--- src/rtl/cpu_ctrl.sv ---
// Multi-cycle control sequencer for the 8-bit CPU datapath.
// Owns pc and ir, and decodes the datapath strobes from its state register.
module cpu_ctrl #(
  parameter logic [7:0] RESET_PC = 8'h00
) (
  input  logic        clk,
  input  logic        rst_n,
  input  logic        run,
  input  logic [15:0] instr_in,
  input  logic [1:0]  flags,
  output logic [7:0]  pc,
  output logic [15:0] ir,
  output logic        enbuf,
  output logic        regfile_write,
  output logic        mem_write,
  output logic        mem_mux_sel,
  output logic        retire,
  output logic        halted
);

  typedef enum logic [2:0] {
    S_FETCH,
    S_EXEC,
    S_WB,
    S_MEMW,
    S_MEMR,
    S_MEMB,
    S_BR,
    S_HALT
  } state_t;

  state_t      state, state_next;
  logic [7:0]  pc_next;
  logic        ir_load;
  logic        br_taken;

  function automatic state_t decode(input logic [15:0] w);
    case (w[15:12]) inside
      [4'h1:4'h5], [4'h8:4'hF]: decode = S_EXEC;
      4'h6:                     decode = S_MEMW;
      4'h7:                     decode = S_MEMR;
      default:                  decode = (w == 16'h0000) ? S_HALT : S_BR;
    endcase
  endfunction

  always_comb begin
    case (ir[3:0])
      4'b1000: br_taken = 1'b1;
      4'b0100: br_taken = flags[0];
      4'b0101: br_taken = ~flags[0];
      4'b0110: br_taken = flags[1];
      4'b0111: br_taken = ~flags[1];
      default: br_taken = 1'b0;
    endcase
  end

  // NOTE: every output of this block gets a default first so no path can infer a latch.
  always_comb begin
    state_next    = state;
    pc_next       = pc;
    ir_load       = 1'b0;
    enbuf         = 1'b0;
    regfile_write = 1'b0;
    mem_write     = 1'b0;
    mem_mux_sel   = 1'b0;
    retire        = 1'b0;
    halted        = 1'b0;
    case (state)
      S_FETCH: begin
        if (run) begin
          ir_load    = 1'b1;
          state_next = decode(instr_in);
        end
      end
      S_EXEC: begin
        enbuf      = 1'b1;
        state_next = S_WB;
      end
      S_WB: begin
        // Loads keep RAM data selected through the write cycle.
        enbuf         = 1'b1;
        regfile_write = 1'b1;
        mem_mux_sel   = (ir[15:12] == 4'h7);
        retire        = 1'b1;
        pc_next       = pc + 8'd1;
        state_next    = S_FETCH;
      end
      S_MEMW: begin
        mem_write  = 1'b1;
        retire     = 1'b1;
        pc_next    = pc + 8'd1;
        state_next = S_FETCH;
      end
      S_MEMR: begin
        mem_mux_sel = 1'b1;
        state_next  = S_MEMB;
      end
      S_MEMB: begin
        mem_mux_sel = 1'b1;
        enbuf       = 1'b1;
        state_next  = S_WB;
      end
      S_BR: begin
        retire     = 1'b1;
        pc_next    = br_taken ? ir[11:4] : pc + 8'd1;
        state_next = S_FETCH;
      end
      S_HALT: begin
        halted = 1'b1;
      end
      default: state_next = S_FETCH;
    endcase
  end

  // NOTE: sequential state uses non-blocking assignments so all registers update together.
  always_ff @(posedge clk or negedge rst_n) begin
    if (!rst_n) begin
      state <= S_FETCH;
      pc    <= RESET_PC;
      ir    <= 16'h0000;
    end else begin
      state <= state_next;
      pc    <= pc_next;
      if (ir_load) ir <= instr_in;
    end
  end

endmodule

--- config.mk ---
export PLATFORM = sky130hd
export DESIGN_NAME = cpu_ctrl
export DESIGN_NICKNAME = d
export VERILOG_FILES = /design/src/rtl/cpu_ctrl.sv
export SDC_FILE = /design/constraint.sdc
export NUM_CORES = 1
export LEC_CHECK = 0
export CORE_MARGIN = 2
export CORE_UTILIZATION = 40
export CTS_BUF_LIST = sky130_fd_sc_hd__clkbuf_8
export DETAILED_ROUTE_END_ITERATION = 7
export MAX_ROUTING_LAYER = met4
export PLACE_DENSITY = 0.73
export SLEW_MARGIN = 20
export SYNTH_ARGS = -nofsm -noshare
export SYNTH_HDL_FRONTEND = slang
export SYNTH_SLANG_ARGS = --single-unit
--- constraint.sdc ---
create_clock -name clk -period 1.85 [get_ports clk]
set_clock_uncertainty 0.05 [all_clocks]
set_input_delay 0.4625 -clock clk [delete_from_list [all_inputs] [get_ports clk]]
set_output_delay 0.4625 -clock clk [all_outputs]
set_load 0.1 [all_outputs]
# Word level (Yosys, flattened, before mapping)
# Index checks and enable logic that the tools add are counted.
[word_totals]
reg_bits = 27
out_inout_bits = 30
wordCells = 56
[classes]
n_addsub = 1
magnitude_cmp = 4
n_eq_ne = 16
mux = 17
bitwise_logic = 2
reduce_logical = 13
[ops]
columns = ["cell", "count"]
rows = [
  ["$eq A4 B3 Y1 const B", 7],
  ["$logic_not A16 Y1", 1],
  ["$pmux W8 S2", 1],
  ["$eq A3 B3 Y1 const B", 4],
  ["$pmux W3 S4", 1],
  ["$mux W3", 3],
  ["$add A8 B1 Y8 const B", 1],
  ["$mux W1", 8],
  ["$mux W8", 1],
  ["$reduce_or A2 Y1", 4],
  ["$eq A3 B2 Y1 const B", 2],
  ["$reduce_or A3 Y1", 2],
  ["$pmux W1 S5", 1],
  ["$eq A4 B4 Y1 const B", 1],
  ["$ge A4 B1 Y1 const B", 1],
  ["$ge A4 B4 Y1 const B", 1],
  ["$le A4 B3 Y1 const B", 1],
  ["$le A4 B4 Y1 const B", 1],
  ["$reduce_bool A4 Y1", 1],
  ["$eq A3 B1 Y1 const B", 1],
  ["$logic_not A3 Y1", 1],
  ["$logic_and A1 B1 Y1", 2],
  ["$mux W2", 1],
  ["$ne A2 B2 Y1 const B", 1],
  ["other kinds (4)", 5],
]

# Logic depth before layout (Yosys ltp)
[logic_depth]
ltp_word = 7
depth_mapped = 6
mapped_depth_nobuf = 5

# Worst setup path before layout
# Ideal clock, no wire load.
[synth_path]
path_type = "register -> output"
start = "reg state[2]"
end = "out enbuf"
t_arrival_ns = 2.812
required_time_ns = 1.337
setup_slack_ns = -1.475
path_stages_with_launch = 4
n_path_buf = 1
path_cell_list = "dfrtp_1 buf_6 nand2b_1 o21ai_0"
[synth_via]
elab_chain_cells = 3
[synth_lines]
columns = ["element", "line_no", "rtl"]
rows = [
  ["start, declared", "32", "state_t state, state_next;"],
  ["start signal, assigned", "122", "state <= state_next;"],
  ["$eq A3 B2 Y1 (tied with other cells)", "68", "case (state)"],
  ["$reduce_or A3 Y1 (no source line) (*)", "-", ""],
  ["$mux W1 (*)", "68", ""],
  ["end, declared", "13", "output logic enbuf,"],
]
# Mark *: on every way between the ends. The rest lies on a longest branch, timed or not.

# Final worst setup path
[layout_path]
start = "reg state[2]"
end = "out retire"
[layout_via]
elab_chain_cells = 3
[layout_lines]
columns = ["element", "line_no", "rtl"]
rows = [
  ["$eq A3 B3 Y1 / $eq A3 B2 Y1 (equally long branches)", "68", ""],
  ["$reduce_or A3 Y1 (no source line) (*)", "-", ""],
  ["$mux W1 (*)", "68", ""],
  ["end, declared", "17", "output logic retire,"],
]
# Marks and branches as above.

==> results.sh <==
export IMPL_place_inst=271
export IMPL_grt_pass1_vias=1758
export IMPL_async_reset_ff_frac=1.00
export IMPL_gp_congestion=0.892
export IMPL_place_hpwl_um=3720
export IMPL_antenna_found_initial=0
export IMPL_finalHoldViolations=0
export IMPL_die_height_um=68.8
export IMPL_nets=264
export IMPL_wl_per_cell_um=18.0
export IMPL_gr_usage_all_layers=0.235
export IMPL_yosysWarnings=0
export IMPL_synth_ff_type="dfrtp_1"
export IMPL_ff2ff_setup_slack_ps=-20
export IMPL_cts_clk_slew_worst_paths_ps=90
export IMPL_die_area_mm2=0.00474
export IMPL_synthesis_nets=186
export IMPL_htreeDepth=1
export IMPL_synth_area_leaders="dfrtp_1 (40%), mux2_2 (11%), nand3_1 (3.0%)"
export IMPL_synth_top_area_share=0.402
export IMPL_drv_slew=0
export IMPL_synth_distinct_cells=53
export IMPL_final_cells=291
export IMPL_crit_path_end="retire"
export IMPL_worst_pin_slew_ps=347
export IMPL_slew_headroom=0.766
export IMPL_antennaDiodeCount=0
export IMPL_rows=23
export IMPL_grt_max_degree=28
export IMPL_start_kind="register"
export IMPL_synth_edf_count=0
export IMPL_clockBufferDepth=2
export IMPL_worstPathRequired_ps=1340
export IMPL_cts_made_buffers=3
export IMPL_critical_path_class="reg -> out"
export IMPL_ant_nets=0
export IMPL_cts_root_buf="clkbuf_8"
export IMPL_r2r_cells=4
export IMPL_drtIter0Drc=179
export IMPL_worstSkewPairLatency_ps=270
export IMPL_hold_path_class="in -> async"
export IMPL_failed_checks="negative setup slack"
export IMPL_syn_instance_count=164
export IMPL_r2r_end="pc[5]"
export IMPL_syn_to_final_growth_pct=77.5
export IMPL_viasPerCell=5.94
export IMPL_finalSetupViolations=4
export IMPL_setup_tns_ps=-76.0
export IMPL_final_core_utilization=0.740
export IMPL_cts_hold_buf=0
export IMPL_crit_path_start="state[2]"
export IMPL_clock_sinks=27
export IMPL_fmax_mhz=530
export IMPL_cp_arrival_ps=1380
export IMPL_core_mm2=0.00403
export IMPL_finalWirelength_um=5250
export IMPL_period_minus_slack_ps=1890
export IMPL_synth_most_common_cell="dfrtp_1"
export IMPL_rsz0062_at_grt="yes"
export IMPL_drv_cap=0
export IMPL_synth_area_mm2=0.00168
export IMPL_start_util=0.417
export IMPL_final_setup_worst_slack_ps=-38.5
export IMPL_drive_above_1_share=0.523
export IMPL_synth_common_cells="dfrtp_1 (27), mux2_2 (16), nand3_1 (10), nor2_1 (10), nand2_1 (8)"
export IMPL_seq_area_frac_synth=0.402
export IMPL_via_count=1729
export IMPL_gr_total_overflow=0
export IMPL_avgSynthCellArea_um2=10.2
export IMPL_synth_seq_cells=27
export IMPL_post_route_period_util=1.02
export IMPL_grt_pass1_wl_um=8150
export IMPL_cts_tree="done"
export IMPL_timing_rr_start="ir[0]"
export IMPL_die_x_um=68.8
export IMPL_critical_path_max_fanout=6
export IMPL_yosysTopAreaCell="dfrtp_1"
export IMPL_num_io_pins=51
export IMPL_hold_slack_ps=504
export IMPL_drc=0
export IMPL_worstSetupEndpointType="primary output"
export IMPL_port_buffers=50
export IMPL_dr_pass1_iters=4
export IMPL_status="finished, violations left"
==> critical path, stage by stage, from the launching register on <==
cell	delay (ps)
dfrtp_2	460
buf_6	130
a21bo_4	230
clkinvlp_4	110
buf_12	180
==> per-layer routing <==
metal  vias to the layer above  wire (µm)  track usage
met4                         0         93       0.0686
met5                         -          0            -
li1                        797          -            -
met3                        14        359       0.0227
met1                       824       2220        0.300
met2                        94       2580        0.397
==> how the worst min path moves through the flow <==
stage | end | cells past startpoint
after floorplan | ir[10] | 0
after global placement | ir[15] | 1
after detailed placement | ir[15] | 1
after CTS | pc[7] | 2
after global routing | pc[7] | 2
final | pc[0] | 2
==> sequential cells by signal (all words and copies together), names as in the netlist <==
signal  cells
pc          8
ir         16
state       3
==> cell type report <==
cell class              count  area (µm²)
well taps                  50        62.6
repair buffers             80        1050
multi-input cells         125        1090
clock buffers               3        41.3
inverters                   5        22.5
flip-flops and latches     27         712
fillers                   277        1050
clock inverters             1        3.75
==> metrics by stage <==
step | area [µm²] | setup WS, ps
2_1_floorplan | 1780 | -113
3_3_place_gp | 2710 | -185
3_5_place_dp | 2710 | -239
4_1_cts | 2800 | -34.3
5_1_grt | 2980 | -78.3
6_report | 2980 | -38.5
==> placed cells by master (no fill, tap or decap), drive strengths merged, types with 3 or more instances in the layout <==
cell,n
buf,60
dfrtp,27
clkdlybuf4s50,20
mux2,17
nor2,11
nand3,10
nand2,8
nor4,7
o21ai,7
mux2i,6
inv,5
a21oi,5
a221oi,3
o211ai,3
clkbuf,3
nand2b,3
and3,3
nor3,3
a31oi,3
and2,3
or4,3
==> timing repair <==
| item | CTS | global route |
|---|---|---|
| gates cloned | 0 | 2 |
| gates resized for setup | 6 | 19 |
| setup endpoints to repair | 7 | 12 |
| buffers inserted | 4 | 10 |
| hold endpoints to repair | 0 | 0 |
| pin swaps | 2 | 9 |
==> cell families after synthesis <==
logic type / after synthesis / synth area share
and+or+nand+nor: 63 / 0.225
AOI/OAI and AO/OA: 37 / 0.165
DFF: 27 / 0.402
muxes: 22 / 0.148
buffers and inverters: 13 / 0.0469
xor gates and xnor gates: 1 / 0.00521
adders and majority gates: 1 / 0.00744
Power is left out: the tool's default activity adds up to more than one toggle a clock period on the data nets, which glitch-free logic cannot reach.
